==> src/rtl/hazard_ctrl.sv <==
// Pipeline hazard controller: load-use stalls, taken-branch flush bubbles and
// memory-wait freezes, with a saturating count of PC-stalled cycles.
module hazard_ctrl #(
    parameter int BR_BUBBLES = 1,
    parameter int CNT_W      = 16
) (
    input  logic             clk,
    input  logic             rst,
    input  logic [4:0]       id_rs,
    input  logic [4:0]       id_rt,
    input  logic             id_uses_rs,
    input  logic             id_uses_rt,
    input  logic             ex_memread,
    input  logic [4:0]       ex_rt,
    input  logic             branch_taken,
    input  logic             mem_busy,
    input  logic             cnt_clr,
    output logic             pc_en,
    output logic             ifid_en,
    output logic             ifid_flush,
    output logic             idex_flush,
    output logic [CNT_W-1:0] stall_cnt,
    output logic [1:0]       o_dbg_state
);

    typedef enum logic [1:0] {
        RUN     = 2'd0,
        MEMWAIT = 2'd1,
        FLUSH   = 2'd2
    } state_t;

    localparam logic [2:0] BCNT_RELOAD = 3'(BR_BUBBLES - 1);

    state_t           r_state;
    state_t           w_state_nxt;
    logic             r_pend_flush;
    logic             w_pend_nxt;
    logic [2:0]       r_bcnt;
    logic [2:0]       w_bcnt_nxt;
    logic [CNT_W-1:0] r_stall_cnt;

    logic w_load_use;
    logic w_branch;
    logic w_in_flush;
    logic w_pc_en;
    logic w_ifid_en;
    logic w_ifid_flush;
    logic w_idex_flush;

    assign w_load_use = ex_memread && (ex_rt != 5'd0) &&
                        ((id_uses_rs && (id_rs == ex_rt)) ||
                         (id_uses_rt && (id_rt == ex_rt)));

    // A branch that arrived while memory was busy is replayed on MEMWAIT exit.
    assign w_branch   = branch_taken || ((r_state == MEMWAIT) && r_pend_flush);

    // Non-zero bcnt in MEMWAIT means a bubble sequence was interrupted.
    assign w_in_flush = (r_state == FLUSH) ||
                        ((r_state == MEMWAIT) && (r_bcnt != 3'd0));

    always_comb begin
        w_pc_en      = 1'b1;
        w_ifid_en    = 1'b1;
        w_ifid_flush = 1'b0;
        w_idex_flush = 1'b0;
        w_state_nxt  = r_state;
        w_pend_nxt   = r_pend_flush;
        w_bcnt_nxt   = r_bcnt;

        if (mem_busy) begin
            w_pc_en     = 1'b0;
            w_ifid_en   = 1'b0;
            w_state_nxt = MEMWAIT;
            if (branch_taken) begin
                w_pend_nxt = 1'b1;
            end
        end else if (w_branch) begin
            w_ifid_flush = 1'b1;
            w_idex_flush = 1'b1;
            w_pend_nxt   = 1'b0;
            if (BR_BUBBLES > 1) begin
                w_bcnt_nxt  = BCNT_RELOAD;
                w_state_nxt = FLUSH;
            end else begin
                w_bcnt_nxt  = 3'd0;
                w_state_nxt = RUN;
            end
        end else if (w_in_flush) begin
            w_ifid_flush = 1'b1;
            if (r_bcnt <= 3'd1) begin
                w_bcnt_nxt  = 3'd0;
                w_state_nxt = RUN;
            end else begin
                w_bcnt_nxt  = r_bcnt - 3'd1;
                w_state_nxt = FLUSH;
            end
        end else if (w_load_use) begin
            w_pc_en      = 1'b0;
            w_ifid_en    = 1'b0;
            w_idex_flush = 1'b1;
            w_state_nxt  = RUN;
        end else begin
            w_state_nxt = RUN;
        end

        // While held in reset the pipeline is kept frozen and filled with NOPs.
        if (!rst) begin
            w_pc_en      = 1'b0;
            w_ifid_en    = 1'b0;
            w_ifid_flush = 1'b1;
            w_idex_flush = 1'b1;
        end
    end

    always_ff @(posedge clk or negedge rst) begin
        if (!rst) begin
            r_state      <= RUN;
            r_pend_flush <= 1'b0;
            r_bcnt       <= 3'd0;
        end else begin
            r_state      <= w_state_nxt;
            r_pend_flush <= w_pend_nxt;
            r_bcnt       <= w_bcnt_nxt;
        end
    end

    always_ff @(posedge clk or negedge rst) begin
        if (!rst) begin
            r_stall_cnt <= '0;
        end else if (cnt_clr) begin
            r_stall_cnt <= '0;
        end else if (!w_pc_en && (r_stall_cnt != '1)) begin
            r_stall_cnt <= r_stall_cnt + 1'b1;
        end
    end

    assign pc_en       = w_pc_en;
    assign ifid_en     = w_ifid_en;
    assign ifid_flush  = w_ifid_flush;
    assign idex_flush  = w_idex_flush;
    assign stall_cnt   = r_stall_cnt;
    assign o_dbg_state = r_state;

endmodule

==> config.mk <==
export PLATFORM = sky130hd
export DESIGN_NAME = hazard_ctrl
export DESIGN_NICKNAME = d
export VERILOG_FILES = /design/src/rtl/hazard_ctrl.sv
export SDC_FILE = /design/constraint.sdc
export NUM_CORES = 1
export LEC_CHECK = 0
export ABC_AREA = 1
export CAP_MARGIN = 20
export CORE_ASPECT_RATIO = 0.6
export CORE_MARGIN = 4
export CORE_UTILIZATION = 43
export DETAILED_ROUTE_END_ITERATION = 8
export PLACE_DENSITY = 0.77
export SLEW_MARGIN = 20
export SYNTH_ARGS = -nofsm -noshare
export SYNTH_HDL_FRONTEND = slang
export SYNTH_SLANG_ARGS = --single-unit
==> constraint.sdc <==
create_clock -name clk -period 2.35 [get_ports clk]
set_input_delay 0.3525 -clock clk [delete_from_list [all_inputs] [get_ports clk]]
set_output_delay 0.3525 -clock clk [all_outputs]
set_load 0.01 [all_outputs]
==> key figures, run 1 <==
Outcome
  – Status: completed

Synthesis
  – Count of unique library cells instantiated by Yosys: 24
  – Largest family of logic cells by synthesized area: simple AND/OR/NAND/NOR gates
  – Synth warnings: 0
  – Multiplexer share of the synthesized area: 0%
  – Dominant cell type by area after synthesis: dfrtp_1
  – Part of the Yosys area used for sequential elements: between 30% and 40%
  – Flops & latches, synth: 22
  – Mapped Cells: 237
  – Area share of fa/ha/maj cells after synthesis: under 10%
  – Complex-gate fraction of the synthesized area: 3.80%
  – Cell Area, Synth: 1610 um^2
  – Synth Area in Simple Gates: around 42%
  – Dominant cells by area after synthesis: dfrtp_1, nand2_1, nand3_1
  – Post-synth top area share: between 30% and 40%
  – Syn Area/Cell: 6.81 um^2
  – Synth Area in XOR/XNOR: 5.97%
  – Net Count, Synth: 264

Cells and area
  – Final #Nets: 311
  – Layout cells sized above 1: between 7 and 8%
  – Layout area overhead: 35.3%
  – Antenna cells: 0
  – Final Non-Filler Cells: between 300 and 400

Setup path
  – Worst setup path endpoint: ifid_en
  – Crit. Startpoint: ex_rt[2]
  – R2R setup slack: about 0.36 ns
  – CP Capture Type: primary output
  – RR Endpoint: stall_cnt[15]
  – WP data arrival: 1.85 ns
  – Critical path type: input port to primary output
  – Reg2Reg Depth: 9
  – Critical R2R Launch: stall_cnt[0]
  – Worst Setup Start Kind: input port
  – Critical path fanouts, max: 4
  – Critical Path RT: ~2 ns

Clock network
  – Number of CTS-inserted buffers: 3
  – Clock slew at reported path FFs: approximately 0.08 ns
  – TritonCTS clock tree: yes
  – Clock Latency Late Sink: approximately 0.26 ns
  – CTS root buf: clkbuf_8
  – Clock sink count: 22
  – CTS H-tree lvls: 1
  – CTS max path bufs: 2

STA
  – Unrepaired setup endpoints after global routing: no
  – Fin. max-slew vios: 0
  – Max-slew headroom: 80.7%
  – Final setup fails: 0
  – Fmax: 455 MHz
  – Clk_skew: 0.00225 ns
  – Final Cycle Share: 93.6%
  – Minimum clock period: around 2.2 ns
  – Fin. Hold Viols: 0
  – Hold_ws: 0.433 ns
  – Slew @ Worst Pin: around 0.29 ns

Floorplan
  – Die ar.: 4830 um^2
  – Floorplan core area: 3420 um^2
  – Ports: 45
  – Die span in y: between 50 and 60 um
  – Initial core utilization: a little under half
  – Die W: 87.1 um
  – Core Rows: 16

Power
  – P per Cell Area: 458 nW/um^2
  – Leak Pwr: approximately 1.1 nW
  – Max rail drop VDD: 0.000454 V

Placed design
  – Post-DP HPWL: 3180 um
  – I/O Buffers: 44
  – Placer Congestion: 0.857
  – Placed Cells incl. Taps: 323

GRT
  – Grt ovf: 0
  – Vias in the first global route: 1452
  – Largest net degree at the start of global routing: 32
  – First-pass GRT wire length: 7020 um
  – Initial antenna violation count: 0
  – GRT Total Usage: around 18%

Routing
  – Drt first pass iters: 4
  – DRC Markers: 0
  – Post-DRT Antenna Nets: 0
  – Via density: 4.94
  – DR iter-0 viols: 105
  – Wire per inst: 12.3 um
  – Vias: between 1.5k and 2k
  – Final wirelength: 4040 um

Flow run
  – Maxcap violations: 0

Min path
  – HP Class: input port to asynchronous set/reset pin
-- report_power, final --
group	internal [W]	switching [W]
clock network	0.000227	0.000125
registers	0.000394	0.0000134
logic	0.000115	0.000124
-- stage by stage --
stage | power (W) | setup TNS, ns | setup WS, ns | instance area, um^2 | util (%)
final | 0.000999 | 0 | 0.151 | 2180 | 63.7
after global placement | 0.000633 | -0.204 | -0.0844 | 2100 | 61.3
after global routing | 0.00106 | 0 | 0.00108 | 2180 | 63.7
after detailed placement | 0.000641 | -0.197 | -0.0827 | 2100 | 61.3
after CTS | 0.000998 | 0 | 0.0822 | 2170 | 63.5
after floorplan | 0.000540 | 0 | 0.344 | 1610 | -
-- per-layer routing --
metal	vias up	GRT usage [%]	share of wire, %
li1	856	-	-
met1	714	29.2	54
met2	47	23.8	39
met3	2	4.46	5.9
met4	0	1.33	0.35
met5	-	0	0
-- Yosys cell counts, drive strengths merged --
| cell | count |
|---|---|
| o21ai | 3 |
| o22ai | 2 |
| buf | 7 |
| dfrtp | 22 |
| a31oi | 1 |
| ha | 4 |
| o211ai | 1 |
| or2 | 1 |
| a21oi | 4 |
| xnor2 | 4 |
| nand4 | 17 |
| nor3 | 1 |
| nand3 | 30 |
| nand2 | 67 |
| nor2 | 30 |
| xor2 | 7 |
| inv | 36 |
-- timing repair --
| action | 4_1_cts | 5_1_grt |
|---|---|---|
| buffers inserted | 0 | 1 |
| hold buffers | 0 | 0 |
| pin swaps | 0 | 0 |
| setup endpoints to repair | 4 | 3 |
| resized for setup | 6 | 1 |
-- critical path, cell delays in order --
cell and delay [ns]:
clkdlybuf4s50_1 0.48, inv_1 0.09, nand2_1 0.08, nand2_1 0.06, nor2_2 0.11, nand3_1 0.08, nand2_1 0.08, nand3_1 0.09
nand2_2 0.09, inv_1 0.05, dlygate4sd2_1 0.27
-- flip-flops by register name, indices dropped and copies added (netlist names) --
| name | flops |
|---|---|
| r_pend_flush | 1 |
| o_dbg_state | 2 |
| r_bcnt | 3 |
| stall_cnt | 16 |
-- logic make-up (layout without fill, tap and decap cells) --
kind of cell / after synthesis / in the layout
and+or+nand+nor: 146 / 146
buffers and inverters: 43 / 89
DFF: 22 / 22
AOI/OAI and AO/OA: 11 / 11
xor gates and xnor gates: 11 / 11
adders and majority gates: 4 / 4
-- placed cells by master, fill, tap and decap left out, types with 2 or more instances in the layout --
cell type,synthesis,final
dlygate4sd2_1,0,3
clkbuf_8,0,3
o22ai_1,2,2
ha_1,4,4
a21oi_1,4,4
xor2_1,7,7
inv_1,36,36
nand2_2,3,3
xnor2_1,4,4
nand4_1,17,17
clkdlybuf4s50_1,0,41
nand3_1,29,29
nor2_1,29,27
nand2_1,63,63
dfrtp_1,22,22
o21ai_0,3,2
nor2_2,0,2
buf_4,1,5
-- layout make-up --
type | instances | area [um^2]
clock buffer | 3 | 41.3
clock inverter | 1 | 30.0
fill | 318 | 1240
inverter | 36 | 135
multi-input combinational | 172 | 895
sequential | 22 | 551
tap | 45 | 56.3
timing repair buffer | 49 | 474
-- worst min path at each step --
| stage | to | slack [ns] | cells after the start | startpoint |
|---|---|---|---|---|
| 6_report | o_dbg_state[0] | 0.43 | 2 | rst |
| 5_1_grt | o_dbg_state[0] | 0.45 | 2 | rst |
| 4_1_cts | o_dbg_state[0] | 0.42 | 2 | rst |
| 3_5_place_dp | r_bcnt[0] | 0.50 | 1 | r_bcnt[0] |
| 3_3_place_gp | r_bcnt[0] | 0.49 | 1 | r_bcnt[0] |
| 2_1_floorplan | o_dbg_state[0] | 0.06 | 0 | rst |
Power figures use the tool's default switching activity.
==> run 2: changes to the inputs <==
CORE_UTILIZATION = 48   (was 43)
PLACE_DENSITY = 0.84   (was 0.77)
==> run 2 against run 1 <==
  * Die area shrank 9.2%
  * Clock skew rose by 0.0014 ns
  * Flip-flop and latch count stayed put
  * Wire length is 5.0% higher
  * Count of clock-buffer cells in the layout did not move
  * Fmax is 2.3% lower
==> key figures, run 2 (synthesis gave the netlist of run 1 again) <==
Power
  – P per Cell Area: approximately 410 nW/um^2
  – Leak Pwr: about 1.1 nW
  – Max rail drop VDD: 0.000260 V
  – Total Power: 0.000871 W

Floorplan
  – Die ar.: 4380 um^2
  – Floorplan core area: 3040 um^2
  – Ports: 45
  – Die W: 82.8 um
  – Core Rows: 15
  – Initial core utilization: 53.0%
  – Die span in y: 52.9 um

Cells and area
  – Commonest non-fill, non-tap cell in the layout: nand2_1
  – Layout cells sized above 1: 5.71%
  – Commonest cells after routing, fill and taps aside: nand2_1, clkdlybuf4s50_1, inv_1
  – Final #Nets: between 300 and 400
  – Layout area overhead: 32.1%
  – Antenna cells: 0
  – Final Non-Filler Cells: 322
  – Largest register FFs: 16
  – Fill count: 249

GRT
  – GRT Total Usage: 20.5%
  – Initial antenna violation count: 0
  – Grt ovf: 0
  – Vias in the first global route: roughly 1.5k
  – Largest net degree at the start of global routing: 32
  – First-pass GRT wire length: 7110 um

Placed design
  – Placed Cells incl. Taps: 319
  – Placer Congestion: 0.915
  – Post-DP HPWL: approximately 3200 um
  – I/O Buffers: 44

STA
  – Setup_tns: 0 ns
  – Fmax: 444 MHz
  – Hold_ws: 0.475 ns
  – Max-slew headroom: 77.5%
  – Final setup fails: 0
  – Final Cycle Share: 95.8%
  – Fin. Hold Viols: 0
  – Clk_skew: between 0.003 and 0.004 ns
  – Slew @ Worst Pin: 0.336 ns
  – Fin. max-slew vios: 0
  – Unrepaired setup endpoints after global routing: no
  – Minimum clock period: ~2.3 ns

Setup path
  – Crit path buffers/inverters: 2
  – WP data arrival: between 1.5 and 2 ns
  – CP Cell Sequence: inv_1, ha_1, nand2_1, nand3_1, o21ai_2, nand2_1, nand3_1, clkdlybuf4s50_1
  – CP Capture Type: primary output
  – Max incr delay on CP: 0.54 ns
  – Slowest stage cell on the critical path: clkdlybuf4s50_1
  – Critical Path RT: 2.00 ns
  – CP top delay family: buffers and inverters
  – Critical path type: register to primary output
  – Worst Setup Start Kind: register
  – Critical path fanouts, max: 4

Routing
  – Met2 wire len: 1730 um
  – Met3 wire length: roughly 420 um
  – DRC Markers: 0
  – Metal1 wirelength: 2090 um
  – Wire per inst: 13.2 um
  – DR iter-0 viols: approximately 100
  – Post-DRT Antenna Nets: 0
  – Drt first pass iters: 4
  – Top layer in use: met4
  – Final wirelength: 4250 um
  – Vias: 1669
  – Via density: 5.18

Flow run
  – Maxcap violations: 0

Clock network
  – Cts hold-fix bufs: 0
  – Setup bufs post-CTS: 0
  – CTS root buf: clkbuf_8
  – Clock sink count: 22
  – Clock Latency Late Sink: 0.26 ns
  – TritonCTS clock tree: yes
  – Number of CTS-inserted buffers: 3
  – Post-CTS resize count: 6
  – CTS H-tree lvls: 1
  – Clock slew at reported path FFs: approximately 0.08 ns
  – CTS max path bufs: 2

Outcome
  – Status: completed

Min path
  – HP Class: input port to asynchronous set/reset pin
==> run 2: changes by cell type in the layout (fill, tap and decap cells not counted), sizes merged <==
cell and change:
buf -2, bufinv -1
==> run 2: per-layer routing <==
metal / global-route usage [%] / vias to the layer above
met2: 31.0 / 74
li1: - / 847
met1: 30.6 / 746
met4: 2.17 / 0
met3: 4.98 / 2
met5: 0 / -
==> run 2: final cells by class <==
cell class              count  area, um^2  area share, %
flip-flops and latches     22         551           25.8
repair buffers             47         459           21.6
clock buffers               3        41.3           1.94
inverters                  36         135           6.34
well taps                  42        52.6           2.47
multi-input cells         172         892           41.9
==> run 2: path summary, 6_finish.rpt <==
kind                       slack [ns]          from            end  cells after the start
min                              0.47           rst   stall_cnt[2]                      2
max                               0.1     r_bcnt[0]     ifid_flush                      8
min reg2reg                      0.50     r_bcnt[0]      r_bcnt[0]                      1
max in group asynchronous        1.63           rst  stall_cnt[11]                      2
max reg2reg                      0.35  stall_cnt[0]   stall_cnt[5]                      9
min in group clk                 0.50     r_bcnt[0]      r_bcnt[0]                      1
==> run 2: worst reg2reg max path, delay by kind of cell, from the launching register on <==
family / cells / cell delay (ns)
fa+ha+maj: 1 / 0.19
simple gates: 8 / 1.31
flops: 1 / 0.44
==> run 2: metrics by stage <==
stage | instance area (um^2) | worst slack [ns] | util, %
CTS | 2130 | 0.0900 | 70.1
global placement | 2090 | -0.0829 | 68.6
finish | 2130 | 0.0990 | 70.1
floorplan | 1610 | 0.344 | -
detailed placement | 2090 | -0.0900 | 68.6
global route | 2130 | 0.0108 | 70.1
==> run 2: where the power goes <==
part	total, W	internal (W)	leakage [nW]	switching (W)
combinational	0.000226	0.000105	0.789	0.000120
clock	0.000234	0.000114	0.0216	0.000120
sequential	0.000411	0.000394	0.300	0.0000168
total	0.000871	0.000614	1.11	0.000257
